## src/rtl/mem_response_stage.sv

```systemverilog
// mem_response_stage: EX->WB memory stage. Holds one instruction, tracks
// in-flight data requests, buffers early responses in an in-order FIFO,
// drops responses that belong to flushed loads, and aligns/extends load data.
module mem_response_stage #(
  parameter int DATA_WIDTH      = 32,
  parameter int TAG_WIDTH       = 16,
  parameter int MAX_OUTSTANDING = 2,
  parameter int OFF_W           = $clog2(DATA_WIDTH / 8)
) (
  input  logic                      clock,
  input  logic                      reset,
  input  logic                      in_valid,
  output logic                      in_allow,
  input  logic                      in_is_load,
  input  logic [1:0]                in_size,
  input  logic                      in_unsigned,
  input  logic                      in_left,
  input  logic                      in_right,
  input  logic [OFF_W-1:0]          in_offset,
  input  logic [DATA_WIDTH-1:0]     in_alu_result,
  input  logic                      in_reg_write,
  input  logic [TAG_WIDTH-1:0]      in_tag,
  input  logic                      req_accepted,
  output logic                      req_allow,
  input  logic                      data_ok,
  input  logic [DATA_WIDTH-1:0]     data_rdata,
  input  logic                      flush,
  output logic                      out_valid,
  input  logic                      wb_allow_in,
  output logic [DATA_WIDTH-1:0]     out_result,
  output logic [DATA_WIDTH/8-1:0]   out_strobe,
  output logic                      out_reg_write,
  output logic [TAG_WIDTH-1:0]      out_tag,
  output logic                      fwd_valid,
  output logic                      fwd_data_ready
);

  localparam int BYTES = DATA_WIDTH / 8;
  localparam int CNT_W = $clog2(MAX_OUTSTANDING) + 1;
  localparam int PTR_W = (MAX_OUTSTANDING > 1) ? $clog2(MAX_OUTSTANDING) : 1;

  // Stage registers
  logic                  stage_valid_q, stage_valid_d;
  logic                  ld_q, uns_q, left_q, right_q, reg_write_q;
  logic [1:0]            size_q;
  logic [OFF_W-1:0]      off_q;
  logic [DATA_WIDTH-1:0] alu_q;
  logic [TAG_WIDTH-1:0]  tag_q;

  // Request / response bookkeeping
  logic [CNT_W-1:0]      outstanding_q, outstanding_d;
  logic [CNT_W-1:0]      discard_q, discard_d;
  logic [DATA_WIDTH-1:0] fifo_q [MAX_OUTSTANDING];
  logic [PTR_W-1:0]      rd_ptr_q, rd_ptr_d, wr_ptr_q, wr_ptr_d;
  logic [CNT_W-1:0]      fifo_cnt_q, fifo_cnt_d;

  logic                  fifo_empty, resp_live, ready_go, fire_ld, push, pop;
  logic [CNT_W:0]        busy_sum;
  logic [DATA_WIDTH-1:0] src;

  function automatic logic [PTR_W-1:0] ptr_inc(input logic [PTR_W-1:0] p);
    if (p == PTR_W'(MAX_OUTSTANDING - 1)) return '0;
    return p + 1'b1;
  endfunction

  // Handshake, response routing and counter next-state
  always_comb begin
    fifo_empty     = (fifo_cnt_q == '0);
    resp_live      = data_ok & (discard_q == '0);
    ready_go       = !ld_q | !fifo_empty | resp_live;
    out_valid      = stage_valid_q & ready_go;
    fwd_data_ready = out_valid;
    in_allow       = !stage_valid_q | (ready_go & wb_allow_in);
    fwd_valid      = stage_valid_q & reg_write_q;
    fire_ld        = out_valid & wb_allow_in & ld_q;
    pop            = fire_ld & !fifo_empty;
    // A live response bypasses the FIFO only when nothing is queued ahead of it
    // and the waiting load consumes it this cycle.
    push           = resp_live & !(fire_ld & fifo_empty) & !flush;
    src            = fifo_empty ? data_rdata : fifo_q[rd_ptr_q];
    busy_sum       = {1'b0, outstanding_q} + {1'b0, fifo_cnt_q};
    req_allow      = busy_sum < (CNT_W + 1)'(MAX_OUTSTANDING);

    outstanding_d  = outstanding_q + CNT_W'(req_accepted) - CNT_W'(data_ok);
    discard_d      = discard_q;
    if (flush)                          discard_d = outstanding_d;
    else if (data_ok && !resp_live)     discard_d = discard_q - 1'b1;

    rd_ptr_d       = rd_ptr_q;
    wr_ptr_d       = wr_ptr_q;
    fifo_cnt_d     = fifo_cnt_q;
    if (flush) begin
      rd_ptr_d   = '0;
      wr_ptr_d   = '0;
      fifo_cnt_d = '0;
    end else begin
      if (pop)  rd_ptr_d = ptr_inc(rd_ptr_q);
      if (push) wr_ptr_d = ptr_inc(wr_ptr_q);
      fifo_cnt_d = fifo_cnt_q + CNT_W'(push) - CNT_W'(pop);
    end

    stage_valid_d = stage_valid_q;
    if (flush)         stage_valid_d = 1'b0;
    else if (in_allow) stage_valid_d = in_valid;
  end

  // Load data alignment, extension and write strobe
  logic [2:0]            lane3;
  logic [1:0]            k;
  logic [7:0]            b;
  logic [15:0]           h;
  logic [31:0]           w, lwl32, lwr32;
  logic [3:0]            lwl_s, lwr_s;
  logic [DATA_WIDTH-1:0] byte_ext, half_ext, word_ext, res;
  logic [BYTES-1:0]      strb;

  always_comb begin
    lane3    = 3'(off_q);
    k        = lane3[1:0];
    b        = 8'(src >> {lane3, 3'b000});
    h        = 16'(src >> {lane3[2:1], 4'b0000});
    w        = 32'(src >> {lane3[2], 5'b00000});
    byte_ext = uns_q ? DATA_WIDTH'(b) : DATA_WIDTH'($signed(b));
    half_ext = uns_q ? DATA_WIDTH'(h) : DATA_WIDTH'($signed(h));
    word_ext = uns_q ? DATA_WIDTH'(w) : DATA_WIDTH'($signed(w));
    lwl32    = w << {(2'd3 - k), 3'b000};
    lwr32    = w >> {k, 3'b000};
    lwl_s    = 4'b1111 << (2'd3 - k);
    lwr_s    = 4'b1111 >> k;
    res      = alu_q;
    strb     = '1;
    if (ld_q) begin
      if (left_q) begin
        res  = DATA_WIDTH'(lwl32);
        strb = BYTES'(lwl_s);
      end else if (right_q) begin
        res  = DATA_WIDTH'(lwr32);
        strb = BYTES'(lwr_s);
      end else begin
        case (size_q)
          2'd0:    res = byte_ext;
          2'd1:    res = half_ext;
          2'd2:    res = (DATA_WIDTH == 64) ? word_ext : src;
          default: res = src;
        endcase
      end
    end
    out_result    = res;
    out_strobe    = stage_valid_q ? strb : '0;
    out_reg_write = reg_write_q;
    out_tag       = tag_q;
  end

  // Stage valid and captured instruction fields
  always_ff @(posedge clock or posedge reset) begin
    if (reset) begin
      stage_valid_q <= 1'b0;
      ld_q          <= 1'b0;
      uns_q         <= 1'b0;
      left_q        <= 1'b0;
      right_q       <= 1'b0;
      reg_write_q   <= 1'b0;
      size_q        <= '0;
      off_q         <= '0;
      alu_q         <= '0;
      tag_q         <= '0;
    end else begin
      stage_valid_q <= stage_valid_d;
      if (in_valid && in_allow) begin
        ld_q        <= in_is_load;
        uns_q       <= in_unsigned;
        left_q      <= in_left;
        right_q     <= in_right;
        reg_write_q <= in_reg_write;
        size_q      <= in_size;
        off_q       <= in_offset;
        alu_q       <= in_alu_result;
        tag_q       <= in_tag;
      end
    end
  end

  // In-flight and discard counters
  always_ff @(posedge clock or posedge reset) begin
    if (reset) begin
      outstanding_q <= '0;
      discard_q     <= '0;
    end else begin
      outstanding_q <= outstanding_d;
      discard_q     <= discard_d;
    end
  end

  // Response FIFO pointers, occupancy and storage
  always_ff @(posedge clock or posedge reset) begin
    if (reset) begin
      rd_ptr_q   <= '0;
      wr_ptr_q   <= '0;
      fifo_cnt_q <= '0;
      for (int unsigned i = 0; i < MAX_OUTSTANDING; i++) fifo_q[i] <= '0;
    end else begin
      rd_ptr_q   <= rd_ptr_d;
      wr_ptr_q   <= wr_ptr_d;
      fifo_cnt_q <= fifo_cnt_d;
      if (push) fifo_q[wr_ptr_q] <= data_rdata;
    end
  end

endmodule

```

## config.mk

```make
export PLATFORM = sky130hd
export DESIGN_NAME = mem_response_stage
export DESIGN_NICKNAME = d
export VERILOG_FILES = /design/src/rtl/mem_response_stage.sv
export SDC_FILE = /design/constraint.sdc
export NUM_CORES = 1
export LEC_CHECK = 0
export ABC_AREA = 1
export CELL_PAD_IN_SITES_DETAIL_PLACEMENT = 0
export CELL_PAD_IN_SITES_GLOBAL_PLACEMENT = 1
export CORE_UTILIZATION = 28
export DETAILED_ROUTE_END_ITERATION = 12
export MAX_ROUTING_LAYER = met4
export PLACE_DENSITY = 0.61
export RECOVER_POWER = 25
export SLEW_MARGIN = 20
export SYNTH_ARGS = -nofsm -noshare
export SYNTH_HDL_FRONTEND = slang
export SYNTH_SLANG_ARGS = --single-unit
```

## constraint.sdc

```tcl
create_clock -name clock -period 13.5 [get_ports clock]
set_clock_uncertainty 0.2 [all_clocks]
set_input_delay 4.05 -clock clock [delete_from_list [all_inputs] [get_ports clock]]
set_output_delay 4.05 -clock clock [all_outputs]
set_load 0.02 [all_outputs]
```

# Word level (Yosys, flattened, before mapping)
# Index checks and enable logic that the tools add are counted.
dict set report totals {
  reg_bits 130
  in_bits 96
  out_inout_bits 58
  elab_cells 104
}
dict set report op_classes {
  add_sub_neg 9
  order_cmp 4
  eq_ne 1
  n_shift 6
  mux 36
  bitwise_logic 15
  n_reduce_logical 16
}
# op count
set op_table {}
lappend op_table {{32-bit two-way mux} 10}
lappend op_table {{64-bit bitwise mux} 1}
lappend op_table {{32-bit case mux with 2 select lines} 1}
lappend op_table {{32-bit demux with 1-bit select} 1}
lappend op_table {{32-bit by 5-bit left shift with 32-bit output} 1}
lappend op_table {{32-bit by 5-bit right shift with 16-bit output} 1}
lappend op_table {{32-bit by 5-bit right shift with 32-bit output} 1}
lappend op_table {{32-bit by 5-bit right shift with 8-bit output} 1}
lappend op_table {{1-bit two-way mux} 16}
lappend op_table {{4-bit two-way mux} 4}
lappend op_table {{1-bit AND} 10}
lappend op_table {{2-bit nonzero test} 4}
lappend op_table {{1-bit zero test} 6}
lappend op_table {{2-bit zero test} 3}
lappend op_table {{2-bit two-way mux} 3}
lappend op_table {{2-bit by 1-bit adder with 2-bit output} 2}
lappend op_table {{2-bit greater-or-equal comparator, second input constant} 2}
lappend op_table {{1-bit NOT with 2-bit output} 2}
lappend op_table {{4-bit by 2-bit left shift with 4-bit output, first input constant} 1}
lappend op_table {{4-bit by 2-bit right shift with 4-bit output, first input constant} 1}
lappend op_table {{2-bit by 1-bit subtractor with 2-bit output} 2}
lappend op_table {{2-bit by 2-bit adder with 3-bit output} 1}
lappend op_table {{1-bit logical AND} 3}
lappend op_table {{3-bit by 2-bit < comparator with 1-bit output, second input constant} 1}
lappend op_table {{6 further kinds} 9}

# Depth between registers and ports, before layout
# Gate-level depths: netlist of run 1.
dict set report depth {
  ltp_word 16
  ltp_mapped 16
}

# Worst setup path after synthesis of run 1
# Ideal clock, no wire load.
dict set report synth_timing {
  path_kind {input to output}
  start {input data_rdata[31]}
  end {output out_result[21]}
  arrival_ps 5102
  required_ps 9250
  path_slack_ps 4148
  cell_stages 10
  path_buffers 0
  path_cell_list {inv_1 -> nor2_4 -> a21oi_4 -> mux2i_4 -> nand3_2 -> nand3_1 -> nand2_1 -> nand2_1 -> nand2_1 -> a21oi_1}
}
dict set report synth_between {
  elab_chain_len 7
}
# element line_no
set synth_rtl {}
lappend synth_rtl {{start: declaration} 26} ;# input logic [DATA_WIDTH-1:0] data_rdata,
lappend synth_rtl {{32-bit two-way mux (*)} 80} ;# src = fifo_empty ? data_rdata : fifo_q[rd_ptr_q];
lappend synth_rtl {{32-bit by 5-bit right shift with 16-bit output or 32-bit by 5-bit right shift with 8-bit output (tied branches)} {121, 120}}
lappend synth_rtl {{32-bit two-way mux (on tied branches)} {124, 123}}
lappend synth_rtl {{32-bit case mux with 2 select lines (*)} 140} ;# case (size_q)
lappend synth_rtl {{32-bit two-way mux (*)} 136} ;# end else if (right_q) begin
lappend synth_rtl {{32-bit two-way mux (*)} 133} ;# if (left_q) begin
lappend synth_rtl {{32-bit two-way mux (*)} 132} ;# if (ld_q) begin
lappend synth_rtl {{end: declaration} 30} ;# output logic [DATA_WIDTH-1:0] out_result,
# Mark *: on every way between the ends. The rest lies on a longest branch, timed or not.

# Worst setup path after layout of run 1
dict set report layout_timing {
  start {input data_rdata[15]}
  end {output out_result[27]}
}
# The elaborated chain is that of the path after synthesis.

==> summary.md, run 1 <==
| Metric | Value |
|---|---|
| Result of the run | `complete, but fails checks` |
| Violated checks | `max-capacitance violations, max-slew violations` |
| Worst ir drop on vdd | `0.0704 mV` |
| Vias | `7366` |
| Setup repair after global routing missed its margin | `false` |
| Maximum clock path buffer count | `2` |
| Worst path setup slack after routing | `2.76 ns` |
| Core outline area | `27900 µm²` |
| Commonest non-fill, non-tap cells in the layout | `279 x nand2_1, 137 x clkdlybuf4s50_1, 129 x dfrtp_1, 86 x o21ai_1, 81 x nor2_1` |
| Iter 0 DRT Violations | `594` |
| ANT nets after route | `0` |
| Count of synthesis-stage warnings from yosys | `0` |
| Global-route total usage across every layer | `19.7%` |
| DR pass1 iterations | `6` |
| Register-to-Register Setup Slack | `10.29 ns` |
| Leading post-synthesis cells by cell area | `dfrtp_1 41%, nand2_1 13%, mux2_2 6.8%` |
| Synth Register Bits | `130` |
| Final Hold Fails | `0` |
| Part of the Yosys area used for sequential elements | `40.8%` |
| GPL Wtd Cong | `0.845` |
| # placed instances | `1509` |
| WP data arrival | `6.49 ns` |
| Worst setup slack before clock tree synthesis | `2.74 ns` |
| Number of remaining DRC errors | `0` |
| Instance count of the mapped netlist | `1036` |
| Area added between synthesis and finish | `28.6%` |
| Die width | `171 µm` |
| CTS H-tree lvls | `4` |
| Pin count of the biggest net entering global routing | `72` |
| Worst-path maximum fanout | `15` |
| Setup repair bufs after CTS | `0` |
| Worst r2r path cells | `6` |
| CP Capture Point | `out_result[27]` |
| Worst hold slack | `0.284 ns` |
| Number of failing setup endpoints in the final timing report | `0` |
| Number of enable-type register cells in the synthesized netlist | `0` |
| Synthesized Nets | `1138` |
| Final std cells w/o fill | `1541` |
| Fraction of layout instances using a drive strength above 1 | `11.3%` |
| Most frequent standard cell in the layout excluding fill and tap cells | `nand2_1` |
| Share of the core filled with cells in the final layout | `36.8%` |
| CTS tree | `yes` |
| Buffer cell driving the clock tree root | `clkbuf_16` |
| Average size of a mapped cell | `7.69 µm²` |
| Sum of negative setup slack | `0 ns` |
| Beginning of the critical path | `data_rdata[15]` |
| Number of buffers inserted during clock tree synthesis | `17` |
| I/O pin total | `154` |
| TritonCTS sink count | `130` |
| GR Overflow Total | `0` |
| Capture instance of the worst register-to-register path | `alu_q[24]$_DFFE_PP0P_` |
| Global-route wire length before repair | `41700 µm` |
| Worst Setup Start Kind | `input pin` |
| Die footprint | `29100 µm²` |
| Leakage Power | `0.00453 µW` |
| Critical Path, Cell by Cell | `clkdlybuf4s50_1, nand2_1, nand3_1, nand3_1, nand2_2, nand3_4, nand2_4, o21ai_0, nand3_1, nand2_1, nand2_1, clkdlybuf4s50_1` |
| Remaining max-slew budget at the tightest pin | `-88.6%` |
| Effective utilization at floorplan | `28.6%` |
| Number of distinct standard cells referenced by the synthesized netlist | `50` |
| Routed wire length | `27000 µm` |
| Max Cap Violations | `1` |
| Yosys top cell by area | `dfrtp_1` |
| Initial antenna violation count | `0` |
| Worst Setup End Kind | `output pin` |
| R2R Path Start | `ld_q$_DFFE_PP0P_` |
| Clock insertion delay at the later pin of the skew report | `0.42 ns` |
| Largest stage delay, worst path | `0.60 ns` |
| Max Clk Rate | `93.1 MHz` |
| Number of global-route vias before repair | `7071` |
| Number of buffers inserted by port buffering | `153` |
| Number of rows created at floorplan | `61` |
| Netlist area before placement | `7970 µm²` |
| Share of synthesized registers carrying an async set or reset | `100%` |
| Final max-slew violation count | `61` |
| Net total in the final layout | `1252` |
| Tightest Pin Transition | `2.81 ns` |
| Power per cell area | `175 nW/µm²` |
| Crit path kind | `input pin to output pin` |
| Fin crit period | `10.74 ns` |
| Critical path data required time | `9.25 ns` |
| Number of antenna diodes | `0` |
| Most used flip-flop cell after synthesis | `dfrtp_1` |
| Die Span Y | `171 µm` |
| Total of cells resized after clock tree synthesis | `0` |
| Slowest CP cell | `clkdlybuf4s50_1` |
| Routed via count divided by cell count | `4.78` |
| Area occupied by multi-input gates | `3980 µm²` |
| Fill cell instance count of the final layout | `2941` |
| Portion of synthesized cell area occupied by the leading cell type | `40.8%` |
| Dpl hpwl | `18600 µm` |
| Cts hold-fix bufs | `0` |
| Final cycle utilization of the critical path | `79.5%` |
| Register clock-pin slew on the reported worst setup and hold paths | `0.06 ns` |
| Register area | `3250 µm²` |
| Type of the tightest min-delay check | `flip-flop to flip-flop` |
| Per-cell routed wire length | `17.5 µm` |
==> routing by layer <==
| metal | track usage [%] | vias up | part of all wire (%) |
|---|---|---|---|
| met1 | 25.9 | 3468 | 45 |
| met3 | 3.40 | 24 | 5.6 |
| met5 | - | - | 0 |
| met2 | 30.9 | 231 | 48 |
| li1 | - | 3643 | - |
| met4 | 5.95 | 0 | 1.7 |
==> report_power, final <==
group          internal, µW  switching, µW  leakage (µW)
clock                   293            195      0.000280
combinational           294            440       0.00264
sequential              508           67.2       0.00161
==> worst min path at each step <==
stage | startpoint | end | slack (ns) | cells after the start
after floorplan | fifo_q[18]$_DFFE_PP0P_ | fifo_q[18]$_DFFE_PP0P_ | 0.25 | 2
after global placement | fifo_q[18]$_DFFE_PP0P_ | fifo_q[18]$_DFFE_PP0P_ | 0.26 | 2
after CTS | fifo_q[18]$_DFFE_PP0P_ | fifo_q[18]$_DFFE_PP0P_ | 0.29 | 2
after global routing | fifo_q[33]$_DFFE_PP0P_ | fifo_q[33]$_DFFE_PP0P_ | 0.31 | 2
after detailed placement | fifo_q[33]$_DFFE_PP0P_ | fifo_q[33]$_DFFE_PP0P_ | 0.27 | 2
final | fifo_q[18]$_DFFE_PP0P_ | fifo_q[18]$_DFFE_PP0P_ | 0.28 | 2
==> cell usage after synthesis (all sizes together), types with 5 or more instances <==
cell / number
o21ai: 173
nand3: 55
nand2: 284
a21oi: 39
clkbuf: 32
inv: 84
dfrtp: 130
mux2: 48
ha: 5
nor2: 84
buf: 35
a22oi: 13
or2: 7
and2: 6
o211ai: 11
==> critical path, delay by kind of cell <==
family | cells | cell delay [ns]
buf+inv | 2 | 1.13
compound gates | 1 | 0.14
simple gates | 9 | 1.18
==> cells by family (layout without fill, tap and decap cells) <==
kind of cell	count (synthesis)	after routing	synth area share, %
and+or+nand+nor	439	439	23.0
AOI/OAI and AO/OA	254	254	18.5
buffers and inverters	153	280	9.08
DFF	130	130	40.8
muxes	49	49	7.07
adders and majority gates	6	6	1.04
xor gates and xnor gates	5	5	0.550
==> per-stage QoR <==
| stage | power [µW] | instance area, µm² |
|---|---|---|
| after CTS | 1820 | 10300 |
| after global routing | 1920 | 10200 |
| after global placement | 1320 | 9650 |
| after detailed placement | 1320 | 9650 |
| final | 1800 | 10200 |
| after floorplan | 1050 | 7970 |
==> flip-flops by register name, summed over array words and instances, names as in the netlist, 2 cells and up <==
register       cells
fifo_q            64
alu_q             32
out_tag           16
discard_q          2
fifo_cnt_q         2
k                  2
outstanding_q      2
size_q             2
==> area by class of cell <==
type	count	share of cell area, %
Multi-Input combinational cell	753	38.9
Clock buffer	18	4.19
Timing Repair Buffer	162	15.6
Tap cell	378	4.62
Inverter	86	3.19
Clock inverter	14	1.76
Sequential cell	130	31.8
No activity file was read; power rests on OpenSTA's default activity.
==> run 2: changes to the inputs <==
- clock period: 13.5 -> 11.05 ns (I/O delays scaled with it)
==> run 2 against run 1 <==
Compared with the run above:
- design area is 0.28% lower
- sequential share of layout area grew 0.090 points
- critical path depth stayed put
- cell count barely moved
- largest power group unchanged
- the flow still finishes with violations (max-capacitance violations, max-slew violations)
- flip-flop and latch count unchanged
- sequential power increased by 22%
==> summary.md, run 2 (same netlist as run 1, synthesis figures left out) <==
| Metric | Value |
|---|---|
| Met1 Usage GRT | `26.2% (was 25.9%)` |
| Worst ir drop on vdd | `0.0915 mV (was 0.0704 mV)` |
| Net total in the final layout | `1252 (unchanged)` |
| Max Cap Violations | `1 (unchanged)` |
| Worst Setup End Kind | `output pin (unchanged)` |
| GPL Wtd Cong | `0.852 (was 0.845)` |
| Pin count of the biggest net entering global routing | `73 (was 72)` |
| Number of buffers inserted during clock tree synthesis | `17 (unchanged)` |
| Remaining max-slew budget at the tightest pin | `-88.5% (was -88.6%)` |
| Violated checks | `max-capacitance violations, max-slew violations (unchanged)` |
| Power dissipated by switching net loads | `857 µW (was 701 µW)` |
| GR Overflow Total | `0 (unchanged)` |
| Worst-path maximum fanout | `15 (unchanged)` |
| Total of cells resized after clock tree synthesis | `0 (unchanged)` |
| WP data arrival | `5.77 ns (was 6.49 ns)` |
| Number of failing setup endpoints in the final timing report | `0 (unchanged)` |
| Power per cell area | `214 nW/µm² (was 175 nW/µm²)` |
| Clock insertion delay at the later pin of the skew report | `0.43 ns (was 0.42 ns)` |
| Die footprint | `29100 µm² (unchanged)` |
| Routed wire length | `27200 µm (was 27000 µm)` |
| Setup repair after global routing missed its margin | `false (unchanged)` |
| Area added between synthesis and finish | `28.2% (was 28.6%)` |
| Switching part of the total | `39.3% (was 39.0%)` |
| Most frequent standard cell in the layout excluding fill and tap cells | `nand2_1 (unchanged)` |
| Core outline area | `27900 µm² (unchanged)` |
| Placed cell area | `9650 µm² (unchanged)` |
| Fraction of layout instances using a drive strength above 1 | `11.3% (about the same)` |
| Number of rows created at floorplan | `61 (unchanged)` |
| Final max-slew violation count | `60 (was 61)` |
| CTS H-tree lvls | `4 (unchanged)` |
| TritonCTS sink count | `130 (unchanged)` |
| Routed via count divided by cell count | `4.78 (about the same)` |
| Leakage Power | `0.00453 µW (about the same)` |
| Die Span Y | `171 µm (unchanged)` |
| Cts hold-fix bufs | `0 (unchanged)` |
| Max FFs per register | `64 (unchanged)` |
| Vias | `7360 (was 7366)` |
| Met3 usage | `3.54% (was 3.40%)` |
| DR pass1 iterations | `5 (was 6)` |
| Die width | `171 µm (unchanged)` |
| CTS tree | `yes (unchanged)` |
| Number of antenna diodes | `0 (unchanged)` |
| Commonest non-fill, non-tap cells in the layout | `279 x nand2_1, 136 x clkdlybuf4s50_1, 129 x dfrtp_1, 86 x o21ai_1, 81 x nor2_1 (was 279 x nand2_1, 137 x clkdlybuf4s50_1, 129 x dfrtp_1, 86 x o21ai_1, 81 x nor2_1)` |
| Largest register by flop count | `fifo_q (unchanged)` |
| Per-cell routed wire length | `17.6 µm (was 17.5 µm)` |
| Final Hold Fails | `0 (unchanged)` |
| Result of the run | `complete, but fails checks (unchanged)` |
| Capture instance of the worst register-to-register path | `alu_q[19]$_DFFE_PP0P_ (was alu_q[24]$_DFFE_PP0P_)` |
| Beginning of the critical path | `data_rdata[15] (unchanged)` |
| Highest-utilization routing layer at the global route stage | `met2 (unchanged)` |
| Global-route total usage across every layer | `20.0% (was 19.7%)` |
| Number of remaining DRC errors | `0 (unchanged)` |
| Max Clk Rate | `108 MHz` |
| Effective utilization at floorplan | `28.6% (unchanged)` |
| Sum of negative setup slack | `0 ns (unchanged)` |
| Type of the tightest min-delay check | `flip-flop to flip-flop (unchanged)` |
| Worst Setup Start Kind | `input pin (unchanged)` |
| I/O pin total | `154 (unchanged)` |
| Design Area, Final | `10200 µm² (about the same)` |
| Dpl hpwl | `18500 µm (was 18600 µm)` |
| Tightest Pin Transition | `2.81 ns (about the same)` |
| Global routing usage on met2 | `30.6% (was 30.9%)` |
| Crit path kind | `input pin to output pin (unchanged)` |
| Buffer cell driving the clock tree root | `clkbuf_16 (unchanged)` |
| Final cycle utilization of the critical path | `84.0%` |
| Cell Int Power | `1320 µW (was 1100 µW)` |
| Maximum clock path buffer count | `2 (unchanged)` |
| R2R Path Start | `ld_q$_DFFE_PP0P_ (unchanged)` |
| Number of buffers inserted by port buffering | `153 (unchanged)` |
| Number of global-route vias before repair | `7175 (was 7071)` |
| Clock share of power | `26.7% (was 27.1%)` |
| Iter 0 DRT Violations | `541 (was 594)` |
| Fin crit period | `9.28 ns` |
| Critical path data required time | `7.54 ns (was 9.25 ns)` |
| Global-route wire length before repair | `42100 µm (was 41700 µm)` |
| Setup repair bufs after CTS | `0 (unchanged)` |
| Register-to-Register Setup Slack | `7.91 ns (was 10.29 ns)` |
| CP Capture Point | `out_result[18] (was out_result[27])` |
| Sequential share of power | `32.2% (was 32.0%)` |
| Part of the total power dissipated in combinational logic | `41.1% (was 40.8%)` |
| Initial antenna violation count | `0 (unchanged)` |
| Register clock-pin slew on the reported worst setup and hold paths | `0.06 ns (about the same)` |
| ANT nets after route | `0 (unchanged)` |
| Worst r2r path cells | `6 (unchanged)` |
run 2: metrics by stage:
stage / util, % / setup slack [ns] / hold WS, ns / power [µW] / cells
final: 36.7 / 1.77 / 0.284 / 2180 / 1540
after global routing: 36.7 / 1.58 / 0.299 / 2330 / 1540
after floorplan: - / 3.17 / 0.246 / 1280 / 1036
after CTS: 36.7 / 1.76 / 0.289 / 2220 / 1540
after detailed placement: 34.6 / 1.76 / 0.273 / 1620 / 1509
after global placement: 34.6 / 1.78 / 0.263 / 1610 / 1509
run 2: worst max-delay path, stage by stage:
cell	delay (ns)
clkdlybuf4s50_1	0.53
nand2_1	0.09
nand3_1	0.14
nand3_1	0.10
nand2_2	0.14
nand3_4	0.16
nand2_4	0.26
o21ai_1	0.09
o21ai_1	0.14
nand2_1	0.08
nand2_1	0.11
clkdlybuf4s50_1	0.60
run 2: metal layers:
metal  share of wire (%)  wire length [µm]
met3                 5.2              1410
met1                  46             12400
met5                   0                 0
met2                  47             12700
met4                 2.4               644
run 2: how the worst min path moves through the flow:
stage | depth (start not counted) | end | startpoint | slack (ns)
finish | 2 | fifo_q[22]$_DFFE_PP0P_ | fifo_q[22]$_DFFE_PP0P_ | 0.28
global route | 2 | fifo_q[36]$_DFFE_PP0P_ | fifo_q[36]$_DFFE_PP0P_ | 0.30
CTS | 2 | fifo_q[32]$_DFFE_PP0P_ | fifo_q[32]$_DFFE_PP0P_ | 0.29
detailed placement | 2 | fifo_q[28]$_DFFE_PP0P_ | fifo_q[28]$_DFFE_PP0P_ | 0.27
global placement | 2 | fifo_q[18]$_DFFE_PP0P_ | fifo_q[18]$_DFFE_PP0P_ | 0.26
floorplan | 2 | fifo_q[18]$_DFFE_PP0P_ | fifo_q[18]$_DFFE_PP0P_ | 0.25
run 2: layout make-up:
class | count | area (µm²)
fill | 2964 | 17600
multi-input combinational | 753 | 3980
sequential | 130 | 3250
timing repair buffer | 162 | 1600
tap | 378 | 473
clock buffer | 19 | 453
inverter | 86 | 327
clock inverter | 12 | 133
run 2: power by group through the flow:
| stage | logic, µW | registers [µW] | clock network (µW) |
|---|---|---|---|
| 4_1_cts | 912 | 703 | 600 |
| 5_1_grt | 991 | 724 | 618 |
| 2_1_floorplan | 582 | 701 | 0 |
| 3_3_place_gp | 907 | 707 | 0 |
| 3_5_place_dp | 908 | 710 | 0 |
| 6_report | 897 | 703 | 582 |
==> run 3: changes to the inputs <==
- PLACE_DENSITY: 0.61 -> 0.64
- clock period: 11.05 -> 7.8 ns (I/O delays scaled with it)
==> run 3 against run 2 <==
Compared with the run above:
- the flow still finishes with violations (max-capacitance violations, max-slew violations)
- die area is the same
- first-iteration DRC count is 5.2% higher
- clock power up 35%
- wire length down 1.3%
- via count is 0.29% higher
- flip-flop and latch count unchanged
- count of clock-buffer cells in the layout shrank 1
- critical path depth is the same
- register-to-register slack got worse by 3.8 ns
- hold slack got worse by 0.0010 ns
- sequential power increased by 41%
- critical path type unchanged
- highest routed layer unchanged
==> summary.md, run 3 (same netlist as run 1, synthesis figures left out) <==
| Metric | Value |
|---|---|
| GPL Wtd Cong | `0.879 (was 0.852)` |
| Number of failing setup endpoints in the final timing report | `0 (unchanged)` |
| Dpl hpwl | `18600 µm (was 18500 µm)` |
| CTS tree | `yes (unchanged)` |
| Clock insertion delay at the later pin of the skew report | `0.42 ns (was 0.43 ns)` |
| Fraction of layout instances using a drive strength above 1 | `11.6% (was 11.3%)` |
| I/O pin total | `154 (unchanged)` |
| Die Span Y | `171 µm (unchanged)` |
| Final std cells w/o fill | `1548 (was 1540)` |
| Worst Setup End Kind | `output pin (unchanged)` |
| Iter 0 DRT Violations | `569 (was 541)` |
| Fill cell instance count of the final layout | `2950 (was 2964)` |
| Cell Int Power | `1840 µW (was 1320 µW)` |
| Result of the run | `complete, but fails checks (unchanged)` |
| Net total in the final layout | `1258 (was 1252)` |
| Cts hold-fix bufs | `0 (unchanged)` |
| CTS H-tree lvls | `4 (unchanged)` |
| Vias | `7381 (was 7360)` |
| Area added between synthesis and finish | `28.5% (was 28.2%)` |
| Power per cell area | `299 nW/µm² (was 214 nW/µm²)` |
| DR pass1 iterations | `5 (unchanged)` |
| Crit path kind | `input pin to output pin (unchanged)` |
| Worst hold stages | `2 (unchanged)` |
| Final max-slew violation count | `86 (was 60)` |
| Register clock-pin slew on the reported worst setup and hold paths | `0.06 ns (about the same)` |
| Worst Setup Start Kind | `input pin (unchanged)` |
| Violated checks | `max-capacitance violations, max-slew violations (unchanged)` |
| GR Overflow Total | `0 (unchanged)` |
| Worst hold slack | `0.283 ns (was 0.284 ns)` |
| Initial antenna violation count | `1 (was 0)` |
| Worst ir drop on vdd | `0.134 mV (was 0.0915 mV)` |
| Part of the total power dissipated in combinational logic | `41.8% (was 41.1%)` |
| Max FFs per register | `64 (unchanged)` |
| Share of the core filled with cells in the final layout | `36.8% (was 36.7%)` |
| Largest register by flop count | `fifo_q (unchanged)` |
| Final cycle utilization of the critical path | `93.2%` |
| Commonest non-fill, non-tap cells in the layout | `279 x nand2_1, 151 x clkdlybuf4s50_1, 129 x dfrtp_1, 86 x o21ai_1, 81 x nor2_1 (was 279 x nand2_1, 136 x clkdlybuf4s50_1, 129 x dfrtp_1, 86 x o21ai_1, 81 x nor2_1)` |
| Routed via count divided by cell count | `4.77 (was 4.78)` |
| ANT nets after route | `0 (unchanged)` |
| Pin count of the biggest net entering global routing | `65 (was 73)` |
| Global-route total usage across every layer | `19.6% (was 20.0%)` |
| Maximum clock path buffer count | `2 (unchanged)` |
| Die footprint | `29100 µm² (unchanged)` |
| Critical path data required time | `5.26 ns (was 7.54 ns)` |
| Sequential share of power | `32.4% (was 32.2%)` |
| Number of buffers inserted by port buffering | `153 (unchanged)` |
| Sum of negative setup slack | `0 ns (unchanged)` |
| Buffer cell driving the clock tree root | `clkbuf_16 (unchanged)` |
| Clock share of power | `25.7% (was 26.7%)` |
| Effective utilization at floorplan | `28.6% (unchanged)` |
| Setup repair after global routing missed its margin | `false (unchanged)` |
| Total of cells resized after clock tree synthesis | `0 (unchanged)` |
| Core outline area | `27900 µm² (unchanged)` |
| Max Clk Rate | `138 MHz` |
| Global-route wire length before repair | `41900 µm (was 42100 µm)` |
| Leakage Power | `0.00454 µW (was 0.00453 µW)` |
| Power dissipated by switching net loads | `1220 µW (was 857 µW)` |
| Number of buffers inserted during clock tree synthesis | `17 (unchanged)` |
| Max Cap Violations | `2 (was 1)` |
| Worst r2r path cells | `6 (unchanged)` |
| Number of remaining DRC errors | `0 (unchanged)` |
| Tightest Pin Transition | `2.21 ns (was 2.81 ns)` |
| Die width | `171 µm (unchanged)` |
| TritonCTS sink count | `130 (unchanged)` |
| Most frequent standard cell in the layout excluding fill and tap cells | `nand2_1 (unchanged)` |
| Per-cell routed wire length | `17.3 µm (was 17.6 µm)` |
| Number of rows created at floorplan | `61 (unchanged)` |
| Final Hold Fails | `0 (unchanged)` |
| Type of the tightest min-delay check | `flip-flop to flip-flop (unchanged)` |
| Switching part of the total | `39.8% (was 39.3%)` |
| Worst-path maximum fanout | `15 (unchanged)` |
| # placed instances | `1515 (was 1509)` |
| Register-to-Register Setup Slack | `4.16 ns (was 7.91 ns)` |
| WP data arrival | `4.73 ns (was 5.77 ns)` |
| Remaining max-slew budget at the tightest pin | `-47.2% (was -88.5%)` |
| Setup repair bufs after CTS | `0 (unchanged)` |
| Routed wire length | `26800 µm (was 27200 µm)` |
| Fin crit period | `7.27 ns` |
| Number of global-route vias before repair | `7272 (was 7175)` |
run 3: power by group through the flow:
| stage | Sequential, µW | Combinational (µW) | Clock [µW] |
|---|---|---|---|
| after floorplan | 994 | 824 | 0 |
| after global placement | 999 | 1290 | 0 |
| after detailed placement | 1000 | 1290 | 0 |
| after CTS | 994 | 1290 | 812 |
| after global routing | 1020 | 1420 | 833 |
| final | 994 | 1280 | 788 |
run 3: final cells by class:
cell class / count / area [µm²] / area share (%)
clock inverter: 14 / 133 / 1.30
inverter: 86 / 327 / 3.19
timing repair buffer: 168 / 1640 / 16.0
tap: 378 / 473 / 4.62
sequential: 130 / 3250 / 31.8
multi-input combinational: 753 / 3980 / 38.9
clock buffer: 18 / 429 / 4.19
antenna: 1 / 2.50 / 0.0244
run 3: final timing paths:
check                                       startpoint                      end
worst max-delay path                    data_rdata[15]           out_result[31]
worst min-delay path            fifo_q[45]$_DFFE_PP0P_   fifo_q[45]$_DFFE_PP0P_
worst max register to register        ld_q$_DFFE_PP0P_  out_tag[13]$_DFFE_PP0P_
worst min register to register  fifo_q[45]$_DFFE_PP0P_   fifo_q[45]$_DFFE_PP0P_
max in group asynchronous                        reset         ld_q$_DFFE_PP0P_
min in group asynchronous                        reset       left_q$_DFFE_PP0P_
run 3: critical path, cell delays in order:
cell and delay (ns):
clkdlybuf4s50_1 0.52, nand2_1 0.09, nand3_1 0.15, nand3_1 0.10, nand2_2 0.14, nand3_4 0.15
nand2_4 0.24, o21ai_0 0.11, nand3_1 0.10, nand2_1 0.10, nand2_1 0.07, clkdlybuf4s50_1 0.62
run 3: through the flow:
stage | power [µW] | area [µm²] | worst slack [ns]
3_3_place_gp | 2290 | 9700 | 0.513
4_1_cts | 3100 | 10300 | 0.511
6_report | 3060 | 10200 | 0.527
5_1_grt | 3280 | 10200 | 0.295
3_5_place_dp | 2290 | 9700 | 0.509
2_1_floorplan | 1820 | 7970 | 1.79
run 3: routing by layer:
layer,vias up,track usage (%),wire length (µm)
li1,3654,-,-
met1,3480,25.5,12300
met2,211,30.3,12400
met3,36,3.10,1260
met4,0,7.83,812
met5,-,-,0
